$ cat src/rtl/lane_degrade_ctrl_if.sv
// Handshake bundle between MBTRAIN / repair exchange and the lane degrade controller.
// Signal names keep the i_/o_ prefixes as seen from the controller.
interface lane_degrade_ctrl_if;
    logic        i_en;
    logic [15:0] i_lane_result;
    logic        i_test_ack;
    logic        i_remote_first_8;
    logic        i_remote_second_8;
    logic        o_repair_en;
    logic        o_first_8_lanes_are_functional;
    logic        o_second_8_lanes_are_functional;
    logic [1:0]  o_width_mode;
    logic [15:0] o_lane_mask;
    logic        o_done;
    logic        o_error;

    // Side that drives the controller (training sequencer / partner exchange)
    modport master (
        output i_en,
        output i_lane_result,
        output i_test_ack,
        output i_remote_first_8,
        output i_remote_second_8,
        input  o_repair_en,
        input  o_first_8_lanes_are_functional,
        input  o_second_8_lanes_are_functional,
        input  o_width_mode,
        input  o_lane_mask,
        input  o_done,
        input  o_error
    );

    // The controller itself
    modport slave (
        input  i_en,
        input  i_lane_result,
        input  i_test_ack,
        input  i_remote_first_8,
        input  i_remote_second_8,
        output o_repair_en,
        output o_first_8_lanes_are_functional,
        output o_second_8_lanes_are_functional,
        output o_width_mode,
        output o_lane_mask,
        output o_done,
        output o_error
    );
endinterface

$ cat src/rtl/lane_degrade_ctrl.sv
// Lane repair / width degrade controller.
// Latches the local per-half pass result, runs the repair exchange with a
// timeout, combines local and remote results and selects x16 / x8 / fail.
//
// state | meaning
// ------+-----------------------------------------------------------------
// IDLE  | outputs cleared, waiting for i_en (after i_en seen low here)
// RUN   | o_repair_en high, waiting for i_test_ack or timeout
// EVAL  | one cycle: combine local and remote halves
// DONE  | usable width found, o_done held until i_en drops
// ERROR | no usable half or timeout, o_done/o_error held until i_en drops
module lane_degrade_ctrl #(
    parameter logic [15:0] TIMEOUT_CYCLES = 16'd8000
) (
    input logic                clk,
    input logic                rst_n,
    lane_degrade_ctrl_if.slave bus
);

    localparam logic [2:0] S_IDLE  = 3'd0;
    localparam logic [2:0] S_RUN   = 3'd1;
    localparam logic [2:0] S_EVAL  = 3'd2;
    localparam logic [2:0] S_DONE  = 3'd3;
    localparam logic [2:0] S_ERROR = 3'd4;

    // Last RUN cycle count before the exchange is declared timed out.
    localparam logic [15:0] CNT_LAST = TIMEOUT_CYCLES - 16'd1;

    logic [2:0]  state_q, state_d;
    logic [15:0] cnt_q, cnt_d;
    logic        armed_q, armed_d;
    logic        first_q, first_d;
    logic        second_q, second_d;
    logic        rem_first_q, rem_first_d;
    logic        rem_second_q, rem_second_d;
    logic        repair_en_q, repair_en_d;
    logic        done_q, done_d;
    logic        error_q, error_d;
    logic [1:0]  width_q, width_d;
    logic [15:0] mask_q, mask_d;

    logic        agreed_first;
    logic        agreed_second;

    // A half is usable only if both link partners agree it passed.
    always_comb begin
        agreed_first  = first_q  & rem_first_q;
        agreed_second = second_q & rem_second_q;
    end

    // Next-state decode; dropping i_en always wins and aborts back to IDLE.
    always_comb begin
        state_d = state_q;
        case (state_q)
            S_IDLE: begin
                if (bus.i_en && armed_q) begin
                    state_d = S_RUN;
                end
            end
            S_RUN: begin
                if (!bus.i_en) begin
                    state_d = S_IDLE;
                end else if (bus.i_test_ack) begin
                    state_d = S_EVAL;
                end else if (cnt_q == CNT_LAST) begin
                    state_d = S_ERROR;
                end
            end
            S_EVAL: begin
                if (!bus.i_en) begin
                    state_d = S_IDLE;
                end else if (agreed_first || agreed_second) begin
                    state_d = S_DONE;
                end else begin
                    state_d = S_ERROR;
                end
            end
            S_DONE, S_ERROR: begin
                if (!bus.i_en) begin
                    state_d = S_IDLE;
                end
            end
            default: state_d = S_IDLE;
        endcase
    end

    // RUN-cycle counter: zero outside RUN, saturating increment inside it.
    always_comb begin
        cnt_d = 16'd0;
        if (state_q == S_RUN && state_d == S_RUN) begin
            cnt_d = (cnt_q == 16'hFFFF) ? cnt_q : cnt_q + 16'd1;
        end
    end

    // Start qualifier: i_en must be seen low while idle before a new run.
    always_comb begin
        armed_d = 1'b0;
        if (state_q == S_IDLE && state_d == S_IDLE) begin
            armed_d = armed_q | ~bus.i_en;
        end
    end

    // Local and remote half results; captured once per run, cleared in IDLE.
    always_comb begin
        first_d      = first_q;
        second_d     = second_q;
        rem_first_d  = rem_first_q;
        rem_second_d = rem_second_q;
        if (state_d == S_IDLE) begin
            first_d      = 1'b0;
            second_d     = 1'b0;
            rem_first_d  = 1'b0;
            rem_second_d = 1'b0;
        end else if (state_q == S_IDLE) begin
            first_d  = &bus.i_lane_result[7:0];
            second_d = &bus.i_lane_result[15:8];
        end else if (state_q == S_RUN && state_d == S_EVAL) begin
            rem_first_d  = bus.i_remote_first_8;
            rem_second_d = bus.i_remote_second_8;
        end
    end

    // Registered outputs decoded from the state being entered.
    always_comb begin
        repair_en_d = (state_d == S_RUN);
        done_d      = (state_d == S_DONE) || (state_d == S_ERROR);
        error_d     = (state_d == S_ERROR);
        width_d     = width_q;
        mask_d      = mask_q;
        if (state_d == S_IDLE) begin
            width_d = 2'b00;
            mask_d  = 16'h0000;
        end else if (state_q == S_EVAL) begin
            case ({agreed_second, agreed_first})
                2'b11:   begin width_d = 2'b00; mask_d = 16'hFFFF; end
                2'b01:   begin width_d = 2'b01; mask_d = 16'h00FF; end
                2'b10:   begin width_d = 2'b10; mask_d = 16'hFF00; end
                default: begin width_d = 2'b11; mask_d = 16'h0000; end
            endcase
        end else if (state_d == S_ERROR) begin
            width_d = 2'b11;
            mask_d  = 16'h0000;
        end
    end

    // State and output registers; reset clears everything without a clock.
    always_ff @(posedge clk or negedge rst_n) begin
        if (!rst_n) begin
            state_q      <= S_IDLE;
            cnt_q        <= 16'd0;
            armed_q      <= 1'b0;
            first_q      <= 1'b0;
            second_q     <= 1'b0;
            rem_first_q  <= 1'b0;
            rem_second_q <= 1'b0;
            repair_en_q  <= 1'b0;
            done_q       <= 1'b0;
            error_q      <= 1'b0;
            width_q      <= 2'b00;
            mask_q       <= 16'h0000;
        end else begin
            state_q      <= state_d;
            cnt_q        <= cnt_d;
            armed_q      <= armed_d;
            first_q      <= first_d;
            second_q     <= second_d;
            rem_first_q  <= rem_first_d;
            rem_second_q <= rem_second_d;
            repair_en_q  <= repair_en_d;
            done_q       <= done_d;
            error_q      <= error_d;
            width_q      <= width_d;
            mask_q       <= mask_d;
        end
    end

    assign bus.o_repair_en                     = repair_en_q;
    assign bus.o_first_8_lanes_are_functional  = first_q;
    assign bus.o_second_8_lanes_are_functional = second_q;
    assign bus.o_width_mode                    = width_q;
    assign bus.o_lane_mask                     = mask_q;
    assign bus.o_done                          = done_q;
    assign bus.o_error                         = error_q;

endmodule

$ cat src/flat_wrapper.sv
// flat-port wrapper written by rule: the top's interface ports become plain ports
module lane_degrade_ctrl_flat 
#(
    parameter logic [15:0] TIMEOUT_CYCLES = 16'd8000
)
  (clk, rst_n, bus_i_en, bus_i_lane_result, bus_i_test_ack, bus_i_remote_first_8, bus_i_remote_second_8, bus_o_repair_en, bus_o_first_8_lanes_are_functional, bus_o_second_8_lanes_are_functional, bus_o_width_mode, bus_o_lane_mask, bus_o_done, bus_o_error);
  lane_degrade_ctrl_if bus_i ();
  input logic clk;
  input logic rst_n;
  input wire logic [$bits(bus_i.i_en)-1:0] bus_i_en;
  input wire logic [$bits(bus_i.i_lane_result)-1:0] bus_i_lane_result;
  input wire logic [$bits(bus_i.i_test_ack)-1:0] bus_i_test_ack;
  input wire logic [$bits(bus_i.i_remote_first_8)-1:0] bus_i_remote_first_8;
  input wire logic [$bits(bus_i.i_remote_second_8)-1:0] bus_i_remote_second_8;
  output wire logic [$bits(bus_i.o_repair_en)-1:0] bus_o_repair_en;
  output wire logic [$bits(bus_i.o_first_8_lanes_are_functional)-1:0] bus_o_first_8_lanes_are_functional;
  output wire logic [$bits(bus_i.o_second_8_lanes_are_functional)-1:0] bus_o_second_8_lanes_are_functional;
  output wire logic [$bits(bus_i.o_width_mode)-1:0] bus_o_width_mode;
  output wire logic [$bits(bus_i.o_lane_mask)-1:0] bus_o_lane_mask;
  output wire logic [$bits(bus_i.o_done)-1:0] bus_o_done;
  output wire logic [$bits(bus_i.o_error)-1:0] bus_o_error;
  assign bus_i.i_en = bus_i_en;
  assign bus_i.i_lane_result = bus_i_lane_result;
  assign bus_i.i_test_ack = bus_i_test_ack;
  assign bus_i.i_remote_first_8 = bus_i_remote_first_8;
  assign bus_i.i_remote_second_8 = bus_i_remote_second_8;
  assign bus_o_repair_en = bus_i.o_repair_en;
  assign bus_o_first_8_lanes_are_functional = bus_i.o_first_8_lanes_are_functional;
  assign bus_o_second_8_lanes_are_functional = bus_i.o_second_8_lanes_are_functional;
  assign bus_o_width_mode = bus_i.o_width_mode;
  assign bus_o_lane_mask = bus_i.o_lane_mask;
  assign bus_o_done = bus_i.o_done;
  assign bus_o_error = bus_i.o_error;
  lane_degrade_ctrl #(.TIMEOUT_CYCLES(TIMEOUT_CYCLES)) u_core (.clk(clk), .rst_n(rst_n), .bus(bus_i));
endmodule
$ cat config.mk
export PLATFORM = sky130hd
export DESIGN_NAME = lane_degrade_ctrl_flat
export DESIGN_NICKNAME = d
export VERILOG_FILES = /design/src/rtl/lane_degrade_ctrl_if.sv /design/src/rtl/lane_degrade_ctrl.sv /design/src/flat_wrapper.sv
export SDC_FILE = /design/constraint.sdc
export NUM_CORES = 1
export LEC_CHECK = 0
export CAP_MARGIN = 20
export CELL_PAD_IN_SITES_DETAIL_PLACEMENT = 0
export CELL_PAD_IN_SITES_GLOBAL_PLACEMENT = 2
export CORE_MARGIN = 4
export CORE_UTILIZATION = 32
export DETAILED_ROUTE_END_ITERATION = 8
export PLACE_DENSITY_LB_ADDON = 0.05
export SLEW_MARGIN = 5
export SYNTH_ARGS = -nofsm -noshare
export SYNTH_HDL_FRONTEND = slang
export SYNTH_SLANG_ARGS = --single-unit
$ cat constraint.sdc
create_clock -name clk -period 4.5 [get_ports clk]
set_input_delay 0.45 -clock clk [delete_from_list [all_inputs] [get_ports clk]]
set_output_delay 0.45 -clock clk [all_outputs]
set_load 0.03 [all_outputs]
==> flow_metrics.env <==
export IMPL_coreArea_um2=5574
export IMPL_drive_gt1_frac=0.1087
export IMPL_tightest_slew_ps=901.3
export IMPL_wirelength_um=4525
export IMPL_drc=0
export IMPL_viasPerCell=5.404
export IMPL_yosysTopAreaCellShare=0.4150
export IMPL_status="completed"
export IMPL_place_hpwl_um=3353
export IMPL_power_density_nw_per_um2=317.3
export IMPL_pwr_share_comb=0.266
export IMPL_h_tree_depth=2
export IMPL_synth_cell_types=55
export IMPL_first_global_vias=1577
export IMPL_wl_met3_um=327
export IMPL_m1WireLength_um=2208
export IMPL_setup_violations=0
export IMPL_hp_class="input port to async pin"
export IMPL_async_flop_share=1.000
export IMPL_dr_pass1_iters=4
export IMPL_syn_area_um2=1869
export IMPL_place_congestion=0.9349
export IMPL_crit_chain="ha_1 -> and2_1 -> nand4_1 -> o21ai_2 -> o21ai_0"
export IMPL_die_width_um=84.43
export IMPL_ant_nets=0
export IMPL_yosys_register_bits=31
export IMPL_antenna_found_initial=0
export IMPL_fin_util=0.4207
export IMPL_swShare=0.3286
export IMPL_cts_setup_buffers=0
export IMPL_netlist_top_cells_area="dfrtp_1, buf_4, nand4_1"
export IMPL_syn_inst=197
export IMPL_fin_crit_sh=0.4980
export IMPL_n_antenna_cell=0
export IMPL_rsz0062_at_grt="no"
export IMPL_p_sw_mw=0.2445
export IMPL_track_usage=0.1313
export IMPL_peakVddDrop_mv=0.1571
export IMPL_hold_buffers=0
export IMPL_cts_tree="done"
export IMPL_path_class="flip-flop to flip-flop"
export IMPL_grt_overflow=0
export IMPL_vias=1632
export IMPL_syn_num_nets=220
export IMPL_ys_flop_type="dfrtp_1"
export IMPL_yosys_area_top_type="dfrtp_1"
export IMPL_wl_met2_um=1951
export IMPL_nFillCells=570
export IMPL_hold_viol_final=0
export IMPL_num_nets_final=252
export IMPL_worst_ep_arrival_time_ps=2350
export IMPL_p_leak_nw=0.8808
export IMPL_p_clk_frac=0.288
export IMPL_yosysWarningCount=0
export IMPL_synth_edf_count=0
export IMPL_start_util=0.3354
export IMPL_top_layer="met4"
export IMPL_grt_max_degree=32
export IMPL_final_cell_mix="clkdlybuf4s50_1, dfrtp_1, nor2_1"
export IMPL_cts_repair_resized=0
export IMPL_grt_pass1_wl_um=7610
export IMPL_critPathMaxFanout=20
export IMPL_ios=45
export IMPL_ys_seq_area_frac=0.4150
export IMPL_cts_root_buf="clkbuf_8"
export IMPL_whs_ps=559.4
export IMPL_clk_pin_slew_worst_paths_ps=70
export IMPL_critPathSlowestCell="o21ai_2"
export IMPL_intPower_mw=0.4994
export IMPL_fmax_mhz=446.2
export IMPL_crit_required_ps=4610
export IMPL_drtIter0Drc=58
export IMPL_finClkSkew_ps=10.31
export IMPL_clk_path_buf_depth=2
export IMPL_cts_buffers=5
export IMPL_wl_per_cell_um=14.98
export IMPL_syn_avg_cell_area_um2=9.489
export IMPL_finalCriticalPeriod_ps=2241
export IMPL_clock_latency_ps=280
export IMPL_port_buffers=44
export IMPL_end_kind="flip-flop"
export IMPL_mostFrequentLayoutCell="clkdlybuf4s50_1"
export IMPL_cts_sinks=31
export IMPL_die_y_um=84.43
export IMPL_area_growth_pct=25.44
export IMPL_slew_violations=0
export IMPL_cpPeakStageDelay_ps=760
export IMPL_relSlewSlack=0.3990
export IMPL_rows=27
export IMPL_cp_start_kind="flip-flop"
export IMPL_p_seq_frac=0.446
export IMPL_finalSetupTns_ps=0
export IMPL_max_cap_violations=0
export IMPL_die_area_um2=7128
flip-flops by register name (all words and copies together), names as in the netlist:
signal and count:
u_core.cnt_q 16, u_core.rem_second_q 1, u_core.armed_q 1, u_core.bus.o_repair_en 1
u_core.bus.o_lane_mask 2, u_core.rem_first_q 1, u_core.bus.o_width_mode 2, u_core.bus.o_error 1
u_core.bus.o_done 1, u_core.state_q 3, u_core.bus.o_second_8_lanes_are_functional 1, u_core.bus.o_first_8_lanes_are_functional 1
Yosys cell counts (4+ instances only):
cell and instances:
nand2b_1 5, nor3_1 7, o31ai_1 5, nand3_1 8, o21ai_0 5, nor2_1 16
o21a_1 5, or3_1 4, a21oi_1 11, inv_1 4, nand4_1 10, buf_4 16
nand2_1 9, dfrtp_1 31
logic make-up (layout without fill, tap and decap cells):
family / Yosys count / after routing / share of synthesized area
AND/OR/NAND/NOR: 85 / 85 / 0.2684
AO/OA/AOI/OAI: 50 / 50 / 0.1948
flip-flops: 31 / 31 / 0.4150
buffers and inverters: 26 / 59 / 0.09437
multiplexers: 3 / 3 / 0.01606
adder cells (fa/ha/maj): 1 / 1 / 0.006692
XOR/XNOR: 1 / 1 / 0.004686
metrics by stage:
stage | setup WS (ps) | cell area (um2) | std cells | power (mW)
after floorplan | 2732 | 1869 | 197 | 0.4633
after global placement | 2199 | 2263 | 294 | 0.5355
after detailed placement | 2128 | 2263 | 294 | 0.5358
after CTS | 2239 | 2345 | 302 | 0.7534
after global routing | 2003 | 2345 | 302 | 0.7912
final | 2259 | 2345 | 302 | 0.7439
critical path, delay by kind of cell (launching register included):
kind / cells / cell delay (ps)
adders and majority gates: 1 / 260
and+or+nand+nor: 2 / 420
AOI/OAI and AO/OA: 2 / 960
DFF: 1 / 430
cell type report:
type                            instances  area [um2]  share of cell area
Multi-Input combinational cell        140       923.4              0.3938
Sequential cell                        31       775.7              0.3308
Timing Repair Buffer                   46       455.4              0.1942
Tap cell                               72       90.09             0.03842
Clock buffer                            7       76.32             0.03255
Inverter                                5       18.77            0.008004
Clock inverter                          1       5.005            0.002134
power groups by stage:
stage          Clock [mW]  Sequential, mW  Combinational (mW)
6_report            0.214           0.332               0.198
5_1_grt             0.236           0.337               0.218
4_1_cts             0.221           0.331               0.201
3_5_place_dp            0           0.336               0.200
3_3_place_gp            0           0.336               0.199
2_1_floorplan           0           0.344               0.119
path summary, 6_finish.rpt:
kind                                     end  slack (ps)        startpoint  cells past startpoint
max in group asynchronous  u_core.state_q[0]        3650             rst_n                      2
min in group clk            u_core.cnt_q[11]         560  u_core.cnt_q[11]                      2
max reg2reg                u_core.state_q[0]        2260   u_core.cnt_q[1]                      5
min reg2reg                 u_core.cnt_q[11]         560  u_core.cnt_q[11]                      2
min                          u_core.cnt_q[5]         560             rst_n                      2
max                        u_core.state_q[0]        2260   u_core.cnt_q[1]                      5
per-layer routing:
layer  vias up  GRT usage
met3         5    0.04220
met1       782     0.1790
met4         0    0.03453
met5         -          0
met2        52     0.2016
li1        793          -
Note: power is estimated with default switching activity, not from simulation.
